===== config.mk =====
export PLATFORM = sky130hd
export DESIGN_NAME = ysyx_23060332_ifu
export DESIGN_NICKNAME = d
export VERILOG_FILES = /design/src/rtl/ysyx_23060332_ifu.sv
export SDC_FILE = /design/constraint.sdc
export NUM_CORES = 1
export LEC_CHECK = 0
export ABC_AREA = 1
export CORE_ASPECT_RATIO = 2
export CORE_MARGIN = 1.5
export CORE_UTILIZATION = 43
export CTS_CLUSTER_SIZE = 16
export DETAILED_ROUTE_END_ITERATION = 10
export HOLD_SLACK_MARGIN = 0.05
export MAX_ROUTING_LAYER = met4
export PLACE_DENSITY = 0.89
export RECOVER_POWER = 100
export SYNTH_ARGS = -nofsm -noshare
export SYNTH_HDL_FRONTEND = slang
export SYNTH_SLANG_ARGS = --single-unit

===== constraint.sdc =====
create_clock -name clk -period 2.9 [get_ports clk]
set_input_delay 0.58 -clock clk [delete_from_list [all_inputs] [get_ports clk]]
set_output_delay 0.58 -clock clk [all_outputs]
set_load 0.03 [all_outputs]

===== src/rtl/ysyx_23060332_ifu.sv =====
// Instruction fetch: one outstanding imem request; the instruction is held for decode 1 cycle after rvalid (3 cycles/instr minimum).
// Holds in HOLD until id_ready; redirects squash in-flight data. IFU_MISALIGN_CHK_EN: a misaligned redirect faults and halts.
module ysyx_23060332_ifu #(
  parameter logic [31:0] RESET_PC = 32'h8000_0000
) (
  input  logic        clk,
  input  logic        rst,
  output logic        imem_req,
  output logic [31:0] imem_addr,
  input  logic        imem_rvalid,
  input  logic [31:0] imem_rdata,
  output logic        inst_valid,
  output logic [31:0] inst_o,
  output logic [31:0] inst_addr_o,
  input  logic        id_ready,
  input  logic        jump_en,
  input  logic [31:0] jump_addr,
  output logic        fault_o
);

  typedef enum logic [1:0] {FETCH, WAIT, HOLD, HALT} state_t;

  state_t      state, state_nxt;
  logic [31:0] pc, pc_nxt;
  logic        discard, discard_nxt;
  logic        load_inst;
  logic        fetch_go;
  logic        jump_bad;
  logic [31:0] jump_tgt;

  assign jump_tgt = jump_addr & 32'hFFFF_FFFC;

`ifdef IFU_MISALIGN_CHK_EN
  logic fault_q;

  assign jump_bad = jump_en && (jump_addr[1:0] != 2'b00);

  always_ff @(posedge clk) begin
    if (rst) begin
      fault_q <= 1'b0;
    end else if (jump_bad && state != HALT) begin
      fault_q <= 1'b1;
    end
  end

  assign fault_o = fault_q;
`else
  assign jump_bad = 1'b0;
  assign fault_o  = 1'b0;
`endif

  always_ff @(posedge clk) begin
    if (rst) begin
      state       <= FETCH;
      pc          <= RESET_PC;
      discard     <= 1'b0;
      inst_o      <= 32'h0000_0013;
      inst_addr_o <= 32'h0000_0000;
    end else begin
      state   <= state_nxt;
      pc      <= pc_nxt;
      discard <= discard_nxt;
      if (load_inst) begin
        inst_o      <= imem_rdata;
        inst_addr_o <= pc;
      end
    end
  end

  always_comb begin
    state_nxt   = state;
    pc_nxt      = pc;
    discard_nxt = discard;
    load_inst   = 1'b0;
    fetch_go    = 1'b0;
    case (state)
      FETCH: begin
        if (jump_bad) begin
          state_nxt = HALT;
        end else if (jump_en) begin
          pc_nxt = jump_tgt;
        end else begin
          fetch_go  = 1'b1;
          state_nxt = WAIT;
        end
      end
      WAIT: begin
        if (jump_bad) begin
          state_nxt = HALT;
        end else if (jump_en) begin
          pc_nxt = jump_tgt;
          // A response arriving with the redirect is the stale one; nothing left to discard.
          if (imem_rvalid) begin
            discard_nxt = 1'b0;
            state_nxt   = FETCH;
          end else begin
            discard_nxt = 1'b1;
          end
        end else if (imem_rvalid) begin
          if (discard) begin
            discard_nxt = 1'b0;
            state_nxt   = FETCH;
          end else begin
            load_inst = 1'b1;
            state_nxt = HOLD;
          end
        end
      end
      HOLD: begin
        if (jump_bad) begin
          state_nxt = HALT;
        end else if (jump_en) begin
          pc_nxt    = jump_tgt;
          state_nxt = FETCH;
        end else if (id_ready) begin
          pc_nxt    = pc + 32'd4;
          state_nxt = FETCH;
        end
      end
      HALT: begin
        state_nxt = HALT;
      end
      default: begin
        state_nxt = FETCH;
      end
    endcase
  end

  assign imem_req   = fetch_go & ~rst;
  assign imem_addr  = rst ? RESET_PC : pc;
  assign inst_valid = (state == HOLD) & ~rst;

endmodule


==> results of run 1 <==
## worst reg2reg max path, cell delays in order, from the launching register on
cell	delay [ns]
dfxtp_1	0.40
inv_1	0.12
ha_1	0.26
nand2_4	0.15
or2_0	0.24
nand2_4	0.08
inv_4	0.08
nand2_1	0.56
a32oi_1	0.42
## layer usage
layer / GRT usage, % / wire length [µm]
met3: 5.12 / 719
met1: 25.4 / 5310
met4: 15.6 / 689
met5: - / 0
met2: 47.3 / 7910
## kinds of logic (layout without fill, tap and decap cells)
family,count (synthesis),in the layout,share of synthesized area [%]
and+or+nand+nor,418,418,35.4
DFF,95,95,40.4
xor gates and xnor gates,1,1,0.186
other,1,5,0.0797
buffers and inverters,91,235,8.78
AOI/OAI and AO/OA,124,124,13.5
adders and majority gates,6,6,1.60
## power breakdown
group	switching [mW]	leakage, nW	total [mW]	internal [mW]
registers	0.172	0.775	1.69	1.52
logic	0.997	1.91	1.55	0.556
clock network	0.496	0.140	1.19	0.692
total	1.66	2.83	4.43	2.77
## layout by cell type, fill, tap and decap left out, types with 2 or more instances in the layout
cell and n:
clkbuf_1 3, dfxtp_1 95, clkbuf_16 9, nor2_1 128
o21ai_0 49, ha_1 6, inv_1 48, nand2_1 240
conb_1 5, buf_12 5, buf_4 2, nand2_4 2
dlygate4sd3_1 93, clkdlybuf4s50_1 65, a21oi_1 69, inv_2 3
o211ai_1 3, nand3_1 42
## state kept, by name (all words and copies together), names as in the netlist
register	flops
state	2
pc	30
inst_addr_o	30
inst_o	32
discard	1
## stage by stage
step	total power [mW]	cell area [µm²]	hold WS (ns)	setup WS (ns)
finish	4.43	6670	0.459	0.196
CTS	4.52	6680	0.466	0.302
global placement	3.30	6380	0.451	0.325
floorplan	2.72	4720	0.464	0.902
detailed placement	3.33	6380	0.456	0.304
global route	4.68	6670	0.477	0.0969
## worst max-delay path by stage
stage	start	end
3_3_place_gp	jump_en	imem_req
2_1_floorplan	rst	imem_addr[29]
4_1_cts	jump_en	imem_req
5_1_grt	jump_en	imem_req
3_5_place_dp	jump_en	imem_req
6_report	jump_en	imem_req
## final cells by class
cell class                 count  area share (%)
multi-input combinational    554            35.9
sequential                    95            28.5
timing repair buffer         167            25.6
clock buffer                  13            3.75
inverter                      52            2.97
tap                          137            2.57
clock inverter                 3           0.638
==> impl_metrics.ini, run 1 <==
[setup_path]
cp_slowest_cell = clkdlybuf4s50_1
cp_max_fo = 5
crit_buf_inv = 3
end_kind = output port
cp.required_ns = 2.32
worstSetupPathType = in -> out
cp-start-kind = primary input
slowest_delay_ns = 0.67
r2r-start = state[0]
worstReg2RegEnd = pc[3]
rrSetupSlack_ns = 0.50
path_depth = 5
critPathArrivalTime_ns = 2.12
reg2regPathDepth = 8
cp_top_family = buffers and inverters
path_cells = dlygate4sd3_1 > inv_2 > nand2_1 > nor2_1 > clkdlybuf4s50_1

[synthesis]
synth_top_cells_by_count = nand2_1 (239), nor2_1 (128), dfxtp_1 (95), a21oi_1 (69), inv_1 (47)
yosysWarnings = 0
synth_cell_types = 29
synthCells = 736
synth-seq-cells = 95
synth_top_area_share_pct = 40.4
synth_area_leaders = dfxtp_1 (40%), nand2_1 (19%), nor2_1 (10%)
yosysSeqAreaShare_pct = 40.4
ys.flop_type = dfxtp_1
avgSynthCellArea_um2 = 6.39
synth_edf_count = 0
synth.most_common_cell = nand2_1
synthesis.area_um2 = 4700
async_reset_ff_share_pct = 0
synth_area_leader_cell = dfxtp_1

[timing]
setup_violations = 0
fin_crit_sh_pct = 93.2
max_slew_margin_pct = 33.3
skew_ns = 0.00627
worst_pin_slew_ns = 0.998
drv_slew = 0
rsz0062_at_grt = false
finalHoldViolCount = 0
finalCriticalPeriod_ns = 2.70
tns_ns = 0
max_freq_mhz = 370

[detailed_routing]
finalWirelength_um = 14600
viasPerCell = 5.11
via_count = 5220
route.detailed.drc = 0
initialDrtViolationCount = 208
first_pass_iters = 5
postRouteAntennaNets = 0
routedWlPerCell_um = 14.3

[placed_design]
dp_hpwl_um = 10500
dp.cells = 1005
gp_congestion = 0.939
io_buffer_count = 160

[global_routing]
grt_pass1_wl_um = 23000
first_global_vias = 4886
antenna_found_initial = 0
grt_max_degree = 67
grt-ovfl-total = 0
grtUsageTotal_pct = 26.1

[cells_and_area]
area_delta_synth_final_pct = 41.7
fill_cells = 984
multiInputGateArea_um2 = 2390
layout-drive-gt1-share_pct = 3.39
num_antenna_cells = 0
fin_nets = 954
ff_latch_area_um2 = 1900
final_util_pct = 62.8
fin_cells = 1021

[min_path]
holdPathStages = 2
hold_start = inst_o[9]
hold_end = inst_o[9]
worstHoldPathType = reg -> reg

[die]
initial_core_util_pct = 44.3
die-area_um2 = 11600
die_x_um = 77.0
num_io_pins = 168
core.rowCount = 53
dieHeight_um = 151
core_region_area_um2 = 10600

[power]
peakVddDrop_v = 0.000381
p_leak_nw = 2.83
p_per_area_nw_per_um2 = 665

[job]
timing.max_cap.violations = 0

[run_status]
status = complete, no violations

[cts]
insertion_delay_ns = 0.34
cts_buffer_depth = 2
cts.clk_slew.worst_paths_ns = 0.06
cts_num_sinks = 95
post-cts-setup-buffers = 0
root_buffer = clkbuf_16
cts_tree = done
numCtsBuffers = 9
ctsResizeCount = 0
hold_buffers = 0
htreeDepth = 3
No activity file was read; power rests on OpenSTA's default activity.
==> inputs of run 2 (changes only) <==
==> constraint.sdc (replaced) <==
create_clock -name clk -period 2.9 [get_ports clk]
set_input_delay 0.29 -clock clk [delete_from_list [all_inputs] [get_ports clk]]
set_output_delay 0.29 -clock clk [all_outputs]
set_load 0.03 [all_outputs]
==> run 2 against run 1 <==
Via count shrank 1.8%. Largest power group unchanged. Sequential power is essentially flat. Cell area shrank 0.53%. Critical path type is now reg -> reg. Clock power grew 8%. Combinational power shrank 3%. Clock skew is essentially flat. Count of clock-buffer cells in the layout shrank 4. Sequential share of layout area grew 0.15 points. Cell count is the same. Worst hold slack gained 0.0021 ns. Maximum frequency grew 19%. Sequential cell count is the same.
==> impl_metrics.ini, run 2 (synthesis results as in run 1) <==
[die]
dieHeight_um = 151
initial_core_util_pct = 44.3
num_io_pins = 168
die-area_um2 = 11600
core.rowCount = 53
core_region_area_um2 = 10600
die_x_um = 77.0

[power]
peakVddDrop_v = 0.000402
p_leak_nw = 2.81
fin_total_pwr_mw = 4.50
p_per_area_nw_per_um2 = 679

[cells_and_area]
largestRegisters = inst_o: 32 flops, inst_addr_o: 30 flops, pc: 30 flops
largest_register_ffs = 32
final_common_cell = nand2_1
layout-drive-gt1-share_pct = 3.62
fill_cells = 974
fin_cells = 1021
final_cell_mix = nand2_1 (240), nor2_1 (128), dfxtp_1 (95)
area_delta_synth_final_pct = 40.9
fin_nets = 954
num_antenna_cells = 0
max_flop_register = inst_o

[timing]
rsz0062_at_grt = false
fin_crit_sh_pct = 78.5
skew_ns = 0.00646
tns_ns = 0
finalHoldViolCount = 0
max_slew_margin_pct = 42.0
setup_violations = 0
drv_slew = 0
setup_ws_ns = 0.624
max_freq_mhz = 439
finalCriticalPeriod_ns = 2.28
worst_hold_slack_ns = 0.461
worst_pin_slew_ns = 0.870

[cts]
numCtsBuffers = 9
insertion_delay_ns = 0.35
cts.clk_slew.worst_paths_ns = 0.07
htreeDepth = 3
post-cts-setup-buffers = 0
cts_buffer_depth = 2
hold_buffers = 0
cts_num_sinks = 95
root_buffer = clkbuf_16
ctsResizeCount = 0
cts_tree = done

[placed_design]
dp.cells = 1005
io_buffer_count = 160
gp_congestion = 0.920
place_ws_ns = 0.619
dp_hpwl_um = 10500

[detailed_routing]
postRouteAntennaNets = 0
routedWlPerCell_um = 14.1
viasPerCell = 5.02
via_count = 5127
initialDrtViolationCount = 239
first_pass_iters = 5
route.detailed.drc = 0
finalWirelength_um = 14400

[global_routing]
grtUsageTotal_pct = 25.2
grt_pass1_wl_um = 22500
antenna_found_initial = 0
grt_max_degree = 49
grt-ovfl-total = 0
first_global_vias = 4831

[min_path]
worstHoldPathType = reg -> reg

[setup_path]
cp_slowest_cell = dfxtp_1
cp.required_ns = 3.20
slowest_delay_ns = 0.38
path_cells = inv_1 > ha_1 > nand2_1 > or2_0 > nand2_4 > inv_4 > nand2_4 > nor2_1 > o21ai_0 > nand2_1
end_kind = register
critPathArrivalTime_ns = 2.57
cp_max_fo = 31
worstSetupPathType = reg -> reg
cp-start-kind = register

[job]
timing.max_cap.violations = 0

[run_status]
status = complete, no violations
## run 2: cell types whose count changed in the layout (fill, tap and decap cells not counted), sizes merged
cell,delta
inv,+1
clkbuf,-3
bufinv,+1
clkinv,+2
dlygate4sd3,+1
buf,-2
## run 2: path summary, 6_finish.rpt
check / start / to / slack [ns] / cells past startpoint
hold / removal: inst_o[2] / inst_o[2] / 0.46 / 2
setup / recovery: state[0] / pc[8] / 0.62 / 10
hold reg to reg: inst_o[2] / inst_o[2] / 0.46 / 2
setup reg to reg: state[0] / pc[8] / 0.62 / 10
## run 2: per-layer routing
| metal | up-vias | wire, µm | global-route usage, % |
|---|---|---|---|
| met4 | 0 | 496 | 13.5 |
| met2 | 184 | 7900 | 48.1 |
| li1 | 2612 | - | - |
| met1 | 2301 | 5250 | 24.0 |
| met5 | - | 0 | - |
| met3 | 30 | 754 | 3.86 |
## run 2: report_power, final
part | leakage (nW) | switching (mW) | internal (mW)
sequential | 0.775 | 0.170 | 1.52
combinational | 1.88 | 0.986 | 0.527
clock | 0.156 | 0.536 | 0.759
## run 2: critical path: cells and delay by family, from the launching register on
kind | cells | cell delay (ns)
compound gates | 1 | 0.10
flops | 1 | 0.38
fa+ha+maj | 1 | 0.23
buf+inv | 2 | 0.28
simple gates | 6 | 1.22
## run 2: layout make-up
| type | instances | area, µm² | area share [%] |
|---|---|---|---|
| well taps | 137 | 171 | 2.59 |
| clock inverters | 7 | 95.1 | 1.43 |
| repair buffers | 167 | 1640 | 24.8 |
| flip-flops and latches | 95 | 1900 | 28.7 |
| clock buffers | 9 | 225 | 3.40 |
| inverters | 52 | 198 | 2.98 |
| multi-input cells | 554 | 2390 | 36.1 |
## run 2: per-stage QoR
stage / area (µm²) / utilization (%)
after floorplan: 4720 / -
after global placement: 6320 / 59.6
after detailed placement: 6320 / 59.6
after CTS: 6650 / 62.6
after global routing: 6630 / 62.5
final: 6630 / 62.5
